<file path="config.mk">
export PLATFORM = sky130hd
export DESIGN_NAME = product_accumulator
export DESIGN_NICKNAME = d
export VERILOG_FILES = /design/src/rtl/product_accumulator.sv
export SDC_FILE = /design/constraint.sdc
export NUM_CORES = 1
export LEC_CHECK = 0
export ABC_AREA = 1
export CAP_MARGIN = 20
export CORE_ASPECT_RATIO = 1.2
export CORE_MARGIN = 5
export CORE_UTILIZATION = 50
export DETAILED_ROUTE_END_ITERATION = 6
export PLACE_DENSITY = 0.77
export SLEW_MARGIN = 20
export SYNTH_ARGS = -nofsm -noshare
export SYNTH_HDL_FRONTEND = slang
export SYNTH_SLANG_ARGS = --single-unit
</file>
<file path="constraint.sdc">
create_clock -name clk -period 9.9 [get_ports clk]
set_clock_uncertainty 0.2 [all_clocks]
set_input_delay 1.485 -clock clk [delete_from_list [all_inputs] [get_ports clk]]
set_output_delay 1.485 -clock clk [all_outputs]
set_load 0.01 [all_outputs]
</file>
<file path="src/rtl/product_accumulator.sv">
// Sums the 16 ternary lanes of each product word, accumulates WORDS_PER_SYMBOL words
// into one signed correlation value and emits it with a hard decision and erasure flag.
module product_accumulator #(
    parameter int WORDS_PER_SYMBOL = 4,
    parameter int ACC_W            = 8
) (
    input  logic             clk,
    input  logic             rst_n,
    input  logic             in_valid,
    output logic             in_ready,
    input  logic [31:0]      prod,
    output logic             out_valid,
    input  logic             out_ready,
    output logic [ACC_W-1:0] out_sum,
    output logic             out_bit,
    output logic             out_erasure
);

    localparam int CNT_W = (WORDS_PER_SYMBOL > 1) ? $clog2(WORDS_PER_SYMBOL) : 1;
    localparam logic [CNT_W-1:0] CNT_LAST = CNT_W'(WORDS_PER_SYMBOL - 1);

    logic [15:0]             lane_pos;
    logic [15:0]             lane_neg;
    logic [4:0]              pos_cnt;
    logic [4:0]              neg_cnt;
    logic signed [5:0]       wsum;
    logic                    stall;
    logic                    accept;
    logic                    last_word;
    logic signed [ACC_W-1:0] wsum_ext;
    logic signed [ACC_W-1:0] acc_next;

    logic                    s1_valid_reg;
    logic signed [5:0]       s1_wsum_reg;
    logic [CNT_W-1:0]        cnt_reg;
    logic signed [ACC_W-1:0] acc_reg;
    logic                    out_valid_reg;
    logic [ACC_W-1:0]        out_sum_reg;
    logic                    out_bit_reg;
    logic                    out_erasure_reg;

    // Lane code 10 decodes as neither positive nor negative, i.e. zero.
    generate
        for (genvar gi = 0; gi < 16; gi++) begin : g_lane
            assign lane_pos[gi] = prod[2*gi] & ~prod[2*gi+1];
            assign lane_neg[gi] = prod[2*gi] &  prod[2*gi+1];
        end
    endgenerate

    always_comb begin
        pos_cnt = '0;
        neg_cnt = '0;
        for (int i = 0; i < 16; i++) begin
            pos_cnt = pos_cnt + {4'd0, lane_pos[i]};
            neg_cnt = neg_cnt + {4'd0, lane_neg[i]};
        end
        wsum = $signed({1'b0, pos_cnt}) - $signed({1'b0, neg_cnt});
    end

    assign stall     = out_valid_reg & ~out_ready;
    assign in_ready  = rst_n & ~stall;
    assign accept    = in_valid & in_ready;
    assign last_word = (cnt_reg == CNT_LAST);
    assign wsum_ext  = ACC_W'(s1_wsum_reg);
    // The first word of a symbol restarts the sum instead of adding to the stale one.
    assign acc_next  = (cnt_reg == '0) ? wsum_ext : acc_reg + wsum_ext;

    always_ff @(posedge clk) begin
        if (!rst_n) begin
            s1_valid_reg    <= 1'b0;
            s1_wsum_reg     <= '0;
            cnt_reg         <= '0;
            acc_reg         <= '0;
            out_valid_reg   <= 1'b0;
            out_sum_reg     <= '0;
            out_bit_reg     <= 1'b0;
            out_erasure_reg <= 1'b0;
        end else if (!stall) begin
            s1_valid_reg <= accept;
            s1_wsum_reg  <= wsum;
            if (s1_valid_reg) begin
                acc_reg <= acc_next;
                cnt_reg <= last_word ? '0 : cnt_reg + CNT_W'(1);
            end
            // Not stalled implies any held result is being consumed this edge.
            if (s1_valid_reg && last_word) begin
                out_valid_reg   <= 1'b1;
                out_sum_reg     <= acc_next;
                out_bit_reg     <= acc_next[ACC_W-1];
                out_erasure_reg <= (acc_next == '0);
            end else begin
                out_valid_reg   <= 1'b0;
            end
        end
    end

    assign out_valid   = out_valid_reg;
    assign out_sum     = out_sum_reg;
    assign out_bit     = out_bit_reg;
    assign out_erasure = out_erasure_reg;

endmodule
</file>
== Word-level counts from Yosys, hierarchy flattened ==
Cells that the tools add are included.
W data, S select, Z words.

* Bits in registers: 28
* Input port bits: 36
* Output and inout bits: 12
* Logic and storage cells: 103

* $add $sub $neg: 33
* Equal/unequal tests: 1
* Mux-type cells: 3
* Bitwise logic cells: 53
* Reduce and logical (&&, ||, !) cells: 5

{| class="wikitable"
|+ Operators with widths
! operator !! count
|-
| $add A5 B1 Y5 || 22
|-
| $and A1 B1 Y1 || 35
|-
| $not A1 Y1 || 18
|-
| $add A4 B1 Y5 || 2
|-
| $add A3 B1 Y4 || 2
|-
| $add A8 B6 Y8 || 1
|-
| $logic_not A8 Y1 || 1
|-
| $mux W8 || 1
|-
| $add A2 B1 Y3 || 2
|-
| $sub A5 B5 Y6 || 1
|-
| $add A1 B1 Y2 || 2
|-
| $reduce_and A2 Y1 || 2
|-
| $add A2 B1 Y2 const B || 1
|-
| $eq A2 B2 Y1 const B || 1
|-
| $logic_not A2 Y1 || 1
|-
| $mux W2 || 1
|-
| $logic_and A1 B1 Y1 || 1
|-
| $mux W1 || 1
|}

== Depth between registers and ports, before layout ==
Gate-level depths: netlist of the first run.

* Depth after elaboration: 18
* Depth in mapped cells: 21
* Depth with buffers taken out: 21

== Worst setup path after synthesis of the first run ==
No wires, ideal clock.

* Path type: input port to flip-flop
* From: in prod[3]
* To: reg s1_wsum_reg[4]
* Library setup time: 127 ps
* Data arrival time: 5805 ps
* Data required time: 9573 ps
* Path slack: 3768 ps
* Stages: 18
* Path buffers: 0
* Cell sequence: nand2_1 > fa_1 > inv_1 > fa_1 > inv_1 > fa_1 > fa_1 > inv_1 > fa_1 > fa_1 > inv_1 > ha_1 > inv_1 > fa_1 > o21ai_0 > a21oi_1 > xor2_1 > a21oi_1

* Word-level cells in the longest chain between the ends: 18
* Elaborated cells between the ends (all ways): 34
* Those cells by class: add/sub (31); bitwise (3)

{| class="wikitable"
|+ Ends and longest elaborated chain
! element !! RTL line !! RTL
|-
| start: declaration || 11 || <nowiki>input logic [31:0] prod,</nowiki>
|-
| $not A1 Y1 || 45 || <nowiki>assign lane_pos[gi] = prod[2*gi] & ~prod[2*gi+1];</nowiki>
|-
| $and A1 B1 Y1 || 45 ||
|-
| $add A1 B1 Y2 || 54 || <nowiki>pos_cnt = pos_cnt + {4'd0, lane_pos[i]};</nowiki>
|-
| $add A2 B1 Y3 || 54 ||
|-
| $add A3 B1 Y4 || 54 ||
|-
| $add A4 B1 Y5 || 54 ||
|-
| $add A5 B1 Y5 (11 in series) || 54 ||
|-
| $sub A5 B5 Y6 * || 57 || <nowiki>wsum = $signed({1'b0, pos_cnt}) - $signed({1'b0, neg_cnt});</nowiki>
|-
| end signal: assignment || 80 || <nowiki>s1_wsum_reg <= wsum;</nowiki>
|-
| end: declaration || 34 || <nowiki>logic signed [5:0] s1_wsum_reg;</nowiki>
|}

Every way passes the cells marked *; elsewhere a longest branch is shown, timed or not.
A chain may end at the register's enable or synchronous reset.

== Worst setup path after layout of the first run ==
Ends and elaborated chain as after synthesis.

==> summary.md, run 1 <==
The worst hold path terminates at cnt_reg[1]$_SDFFE_PN0P_. dfxtp_1 takes more of the synthesized area than any other cell. In the global route stage, met3 resource usage came out at 2.19%. For the number of sinks on the clock net, the log shows 27.

The largest fanout on the critical path was 2; the fraction of power consumed by sequential logic was 20.5%. For the via count of the first global-routing pass, the log shows 2218. The synthesized flop and latch total came out at 27.

The proportion of layout cells with a drive suffix above 1 works out to 2.77%. The most common cell in the synthesized netlist is inv_1. Entering global routing, the biggest net connects 18 pins. The core region is 0.00487 mm².

Pin placement for this block handled 48 I/O pins. The largest single stage delay on the critical path is 0.56 ns. In the final design database the tool counted 477 nets. Sorting the synthesized cells by area gives the leading types as dfxtp_1 22%, fa_1 21%, inv_1 14%.

Dividing the detail-routed wire length by the instance count gives 11.7 µm. In this run the remaining antenna-violating nets after routing total 0. The overall power of the completed layout was 0.686 mW; the die span in x was 74.4 µm.

Wires add up to 5.37 mm. After routing the design area is 0.00305 mm². Once detailed placement completed, the half-perimeter wirelength came to 4.60 mm. In this run the most critical hold path is launched from cnt_reg[1]$_SDFFE_PN0P_. met2 is the most crowded layer. At the pin with the least slew margin, the transition time is 0.758 ns. In the routed design, unresolved DRC markers number 0. The share of the synthesized area in the top cell type works out to 21.7%. The number of nets in the synthesized netlist is 431. The initial antenna violation count was 0. The flow ran to the end, and the final reports show no timing, DRC or antenna violations. The clock network burns 8.9% of the power. A synthesized cell averages 7.07 µm². The total vias in the final route was 2204. Buffers placed on the I/O ports in this run total 47. For the worst flop-to-flop path, the logic depth is 14. The die covers 0.00649 mm². STA puts the critical path data required time at 9.90 ns.

Once the clock tree was built, the resizer swapped 0 gates to a different size. The tools report the worst flop-to-flop path endpoint as out_erasure$_SDFFE_PN0P_. The synthesized netlist occupies a cell area of 0.00249 mm². Synthesis produced a netlist whose cell count is 352. In this run the post-CTS setup repair buffer count came out at 0. The distinct cell type count of the synthesized netlist was 27; the ratio of total power to cell area was 225 mW/mm². TritonCTS created 3 clock buffers.

Traced cell by cell, the critical path runs through clkdlybuf4s50_1, nand2_1, fa_1, inv_1, fa_1, inv_1, fa_1, fa_1, inv_1, fa_1, fa_1, inv_1, ha_1, inv_1, fa_1, o21ai_0, a21oi_1, xor2_1, a21oi_1. Of the total power, combinational logic draws 70.6%. The number of violations reported at the end of detailed-routing iteration 0 is 58. By count the netlist is led by 96 x inv_1, 64 x nand2_1, 39 x nor2_1. TritonCTS built the clock tree. The run gives 0.809 as the routability congestion estimate. Among all stages on the critical path, the largest delay is contributed by fa_1. The run gives 0 as the number of hold violations in the final report.

The tools report the launch point of the worst reg-to-reg path as s1_wsum_reg[0]$_SDFFE_PN0N_. The critical path contains buffers and inverters numbering 6 combined. Max-cap violations in this run came to 0.

The reg2reg setup slack was 7.64 ns. By startpoint and endpoint, the worst setup path is classified as primary input to flop. The count of filler cells inserted in the layout is 443, and the leakage power is 1.67 nW. After detailed placement, the total cell area comes to 0.00300 mm². Relative to the synthesized area, the layout overhead comes to 22.6%. For the maximum root-to-sink buffer count, the log shows 2.

After clock tree synthesis, the clock-pin slew on the worst setup and hold paths is 0.09 ns. The met2 track demand over resource in global routing is 32.2%, and the clock latency on the worst-skew pair is 0.27 ns. Across every metal layer, demand over resource in global routing totals 17.9%. Final max-slew violation count: 0. Setup violations remaining at the end of the flow were counted as 0.

The tools report the critical path endpoint category as a flop. Across the VDD grid, the largest voltage drop is 0.130 mV. The logs give 4 for the first-pass iteration count of the detailed router and 51.1% for the initial standard-cell utilization of the core. Row generation in the floorplan step produced 28 rows. Counting instances, the worst hold path has a depth of 2. STA classifies the critical path startpoint as a primary input. For this run, the leading register cell type out of synthesis is dfxtp_1.

The cell-internal power came out at 0.366 mW. The global-route wire length before repair was 9.41 mm. In the synthesized netlist the async set-or-reset flop fraction comes to 0%. For the final routed database, the setup TNS stands at 0 ns. The achievable frequency is 0.153 GHz, and the time the final worst path needs with I/O delays and setup is 6.55 ns. The critical path starts at prod[3]. For this run, the number of Yosys warnings is 0.

The worst path uses 66.1% of the clock period. Net switching share of the total power: 46.7%. The most numerous cell type found on the critical path is fa_1.

Type of the worst min-delay path: flop to flop. The top cell family by delay on the critical path is adder cells. The run gives 0 as the number of hold buffers added after CTS.

In this run the vertical extent of the chip is 87.3 µm. The net switching power of the design was 0.320 mW; the arrival time reported for the critical path endpoint was 6.55 ns. The clock tree root buffer cell is clkbuf_8. The final antenna diode count is 0, and the number of flops mapped to enable cells by yosys is 0.

The tools report the normalized max-slew margin as 49.3%. Setup repair after global routing left no endpoint under its margin. Global routing used 22.9% of the available met1 tracks.

The vias per cell was 4.82; the share of synthesized area occupied by flip-flops and latches was 21.7%. The logs give 1 for the H-tree level count and 0 for the total congestion overflow after global routing.
power groups by stage:
stage	Combinational [mW]	Sequential, mW	Clock (mW)
floorplan	0.378	0.139	0
global placement	0.465	0.143	0
detailed placement	0.482	0.143	0
CTS	0.488	0.141	0.0619
global route	0.569	0.143	0.0665
finish	0.485	0.141	0.0608
metal layers:
metal  vias to the layer above  wire (µm)
met3                         4        292
li1                       1142          -
met5                         -          0
met1                      1000       2390
met4                         0         54
met2                        58       2630
worst register-to-register path: cells and delay by family (launching register included):
family,cells,cell delay (ns)
AO/OA/AOI/OAI,1,0.15
adder cells (fa/ha/maj),2,0.59
buffers and inverters,2,0.15
flip-flops,1,0.39
AND/OR/NAND/NOR,9,0.74
placed cells by master, fill, tap and decap left out, types with 2 or more instances in the layout:
cell / instances
nand2_1: 64
clkbuf_8: 3
o211ai_1: 4
o21ai_0: 15
xor2_1: 2
o21ai_1: 10
dfxtp_1: 27
nor2_1: 39
nand3_1: 17
a21oi_1: 15
inv_2: 2
inv_1: 96
nand2_2: 2
clkdlybuf4s50_1: 47
fa_1: 26
ha_1: 17
worst max-delay path by stage:
stage / endpoint / slack, ns / cells after the start
after global routing: s1_wsum_reg[4]$_SDFFE_PN0N_ / 3.09 / 19
after global placement: s1_wsum_reg[4]$_SDFFE_PN0N_ / 3.13 / 19
after CTS: s1_wsum_reg[4]$_SDFFE_PN0N_ / 3.32 / 19
final: s1_wsum_reg[4]$_SDFFE_PN0N_ / 3.35 / 19
after floorplan: s1_wsum_reg[4]$_SDFFE_PN0N_ / 3.77 / 18
after detailed placement: s1_wsum_reg[4]$_SDFFE_PN0N_ / 3.05 / 19
through the flow:
stage	cells	util (%)	hold WS (ns)	setup slack, ns
after floorplan	352	-	0.251	3.77
after global placement	453	61.7	0.264	3.13
after detailed placement	453	61.7	0.281	3.05
after CTS	457	62.6	0.294	3.32
after global routing	457	62.6	0.316	3.09
final	457	62.6	0.289	3.35
cell type report:
cell class,count,area (µm²),area share [%]
clock buffer,3,41.3,1.35
clock inverter,1,5.00,0.164
inverter,99,372,12.2
multi-input combinational,220,1550,50.7
sequential,27,541,17.7
tap,60,75.1,2.46
timing repair buffer,47,470,15.4
logic make-up (layout without fill, tap and decap cells):
| group | after synthesis | after routing | share of synthesized area [%] |
|---|---|---|---|
| AND/OR/NAND/NOR | 128 | 128 | 21.8 |
| buffers and inverters | 105 | 150 | 16.1 |
| AO/OA/AOI/OAI | 46 | 46 | 9.80 |
| adder cells (fa/ha/maj) | 43 | 43 | 29.5 |
| flip-flops | 27 | 27 | 21.7 |
| XOR/XNOR | 3 | 3 | 1.06 |
No activity file was read; power rests on OpenSTA's default activity.
==> run 2: changes to the inputs <==
--- a/config.mk
+++ b/config.mk
@@ -9,9 +9,9 @@
 export CAP_MARGIN = 20
 export CORE_ASPECT_RATIO = 1.2
 export CORE_MARGIN = 5
-export CORE_UTILIZATION = 50
+export CORE_UTILIZATION = 48
 export DETAILED_ROUTE_END_ITERATION = 6
-export PLACE_DENSITY = 0.77
+export PLACE_DENSITY = 0.78
 export SLEW_MARGIN = 20
 export SYNTH_ARGS = -nofsm -noshare
 export SYNTH_HDL_FRONTEND = slang
==> constraint.sdc (replaced) <==
create_clock -name clk -period 5.6 [get_ports clk]
set_clock_uncertainty 0.2 [all_clocks]
set_input_delay 0.84 -clock clk [delete_from_list [all_inputs] [get_ports clk]]
set_output_delay 0.84 -clock clk [all_outputs]
set_load 0.01 [all_outputs]
==> summary.md, run 2 (same netlist as run 1, synthesis figures left out) <==
In this run the worst hold path is classified as flop to flop. The nature of the critical path startpoint is a primary input. 0 antenna diodes ended up in the layout. The run gives 27 as the number of sinks on the clock net. Across every metal layer, demand over resource in global routing totals 17.4%. The total vias in the final route is 2218.

In this run the remaining antenna-violating nets after routing total 0. The analysis attributes to net switching a power of 0.650 mW. Leaving out fill and tap cells, the most frequent cell in the layout is inv_1. The clock passes through at most 2 buffers.

The time the final worst path needs with I/O delays and setup is 5.38 ns. Buffers inserted during clock tree synthesis total 3. The worst path uses 96.1% of the clock period. The height of the die was 88.9 µm; the normalized max-slew margin was 46.1%. Summing all placed instances gives a cell area of 0.00303 mm². Global routing finished with a remaining overflow of 0.

During placement, the flow inserted port buffers numbering 47. After routing the design area is 0.00318 mm². In this run the power density over the cells is 453 mW/mm². At the pin with the least slew margin, the transition time is 0.805 ns.

The initial standard-cell utilization of the core was 50.0%; the vias per cell was 4.78. The logs give 5.53 mm for the total wire length after detailed routing and 484 for the count of nets after finishing. Number of hold violations in the final report: 0.

At the worst endpoint, the arrival time is 5.34 ns. The area of the die is 0.00673 mm². Measured on the finished design, the core utilization comes to 63.9%.

After detailed routing, the number of remaining DRC violations is 0. The logs give 0.294 ns for the worst hold slack and 4.60 mm for the half-perimeter wire length of the detailed placement result. The H-tree level count was 1; the average wire per cell in the routed design was 11.9 µm. TritonCTS built the clock tree. Measured along the x axis, the die boundary spans 75.7 µm. In this run the critical register-to-register path is launched from out_valid$_SDFFE_PN0N_. Clock tree root buffer cell: clkbuf_8. Via count of the first global-routing pass: 2263. For the achievable frequency, the log shows 0.186 GHz. The critical path starts at prod[23]. Setup repair after global routing left no endpoint under its margin. Combinational logic is responsible for 75.2% of the overall power. The tools report the final max-slew violation count as 0. Initial antenna violation count: 0. STA puts the critical path data required time at 5.56 ns. The worst hold path begins at cnt_reg[1]$_SDFFE_PN0P_.

The fraction of power consumed by sequential logic came out at 17.3%. The first global-routing pass estimated 9.34 mm of wire. STA classifies the critical path endpoint as a flop. Clock latency on the worst-skew pair, taken at its later pin, is 0.27 ns. Largest fanout on the critical path: 2. After filler insertion, the fill cell instance count of the layout stands at 417. The number of I/O pins is 48. The final number of setup-violating endpoints came out at 0. The floorplan has 28 rows. First-pass iteration count of the detailed router: 4. The number of violations reported at the end of detailed-routing iteration 0 came out at 37. In this run the static leakage power is 1.90 nW. Routability-driven placement finished with a final weighted congestion of 0.816. Across the run, the number of max-cap violations was 0. Net switching is 45.1% of the power. Relative to the synthesized area, the layout overhead comes to 27.8%. The run finished with clean final reports. The kind of critical path is primary input to flop.

The floorplan core area was 0.00497 mm². In the layout the commonest cells are 89 x inv_1, 59 x nand2_1, 38 x nor2_1. Cells with a size suffix above 1 make up 9.90% of the layout.

Clock-pin slew was measured on the worst setup and hold paths at 0.09 ns. The maximum vdd drop was 0.323 mV. Internal power comes to 0.792 mW. The share of total power dissipated in the clock network is 7.5%. Power comes to 1.44 mW.

Entering global routing, the biggest net connects 18 pins.
==> run 2: worst paths after layout <==
path / to / slack [ns] / cells after the start
worst max-delay path: s1_wsum_reg[4]$_SDFFE_PN0N_ / 0.22 / 19
worst min-delay path: cnt_reg[1]$_SDFFE_PN0P_ / 0.29 / 2
worst max register to register: cnt_reg[1]$_SDFFE_PN0P_ / 3.30 / 6
worst min register to register: cnt_reg[1]$_SDFFE_PN0P_ / 0.29 / 2
==> run 2: what timing repair did <==
item,in CTS,in global routing
setup endpoints to repair,5,4
pin swaps,20,31
gates resized for setup,12,44
hold buffers,0,0
setup buffers,3,1
==> run 2: critical path, cell delays in order <==
cell and delay, ns:
clkdlybuf4s15_1 0.19, inv_1 0.07, nand2_2 0.06, fa_1 0.52
fa_1 0.51, inv_1 0.05, fa_1 0.47, fa_2 0.54
inv_2 0.04, fa_1 0.52, fa_1 0.42, inv_1 0.07
ha_2 0.18, inv_2 0.04, fa_2 0.36, o21ai_2 0.12
a21oi_1 0.08, xor2_1 0.15, a21oi_1 0.08
==> run 2: layer usage <==
layer	GRT usage (%)	wire length [µm]	share of wire, %	vias to the layer above
li1	-	-	-	1150
met1	20.8	2410	44	1003
met4	4.45	111	2.0	0
met2	32.4	2670	48	55
met3	1.93	339	6.1	10
met5	0	0	0	-
==> run 2: layout make-up <==
type                    instances  area (µm²)  area share, %
clock inverters                 1        5.00          0.157
inverters                      99         372           11.7
flip-flops and latches         27         541           17.0
multi-input cells             220        1580           49.8
repair buffers                 54         564           17.7
well taps                      60        75.1           2.36
clock buffers                   3        41.3           1.30
==> run 2: through the flow <==
step | setup TNS (ns) | worst slack, ns | cells
finish | 0 | 0.220 | 464
global route | 0 | 0.0141 | 464
detailed placement | -2.28 | -0.649 | 456
floorplan | 0 | 0.113 | 352
CTS | 0 | 0.00115 | 463
global placement | -1.84 | -0.527 | 456
==> run 2: power by group through the flow <==
stage / registers (mW) / clock network (mW) / logic (mW)
after floorplan: 0.245 / 0 / 0.669
final: 0.250 / 0.108 / 1.08
after global routing: 0.254 / 0.118 / 1.24
after detailed placement: 0.254 / 0 / 0.898
after global placement: 0.253 / 0 / 0.851
after CTS: 0.250 / 0.108 / 0.976
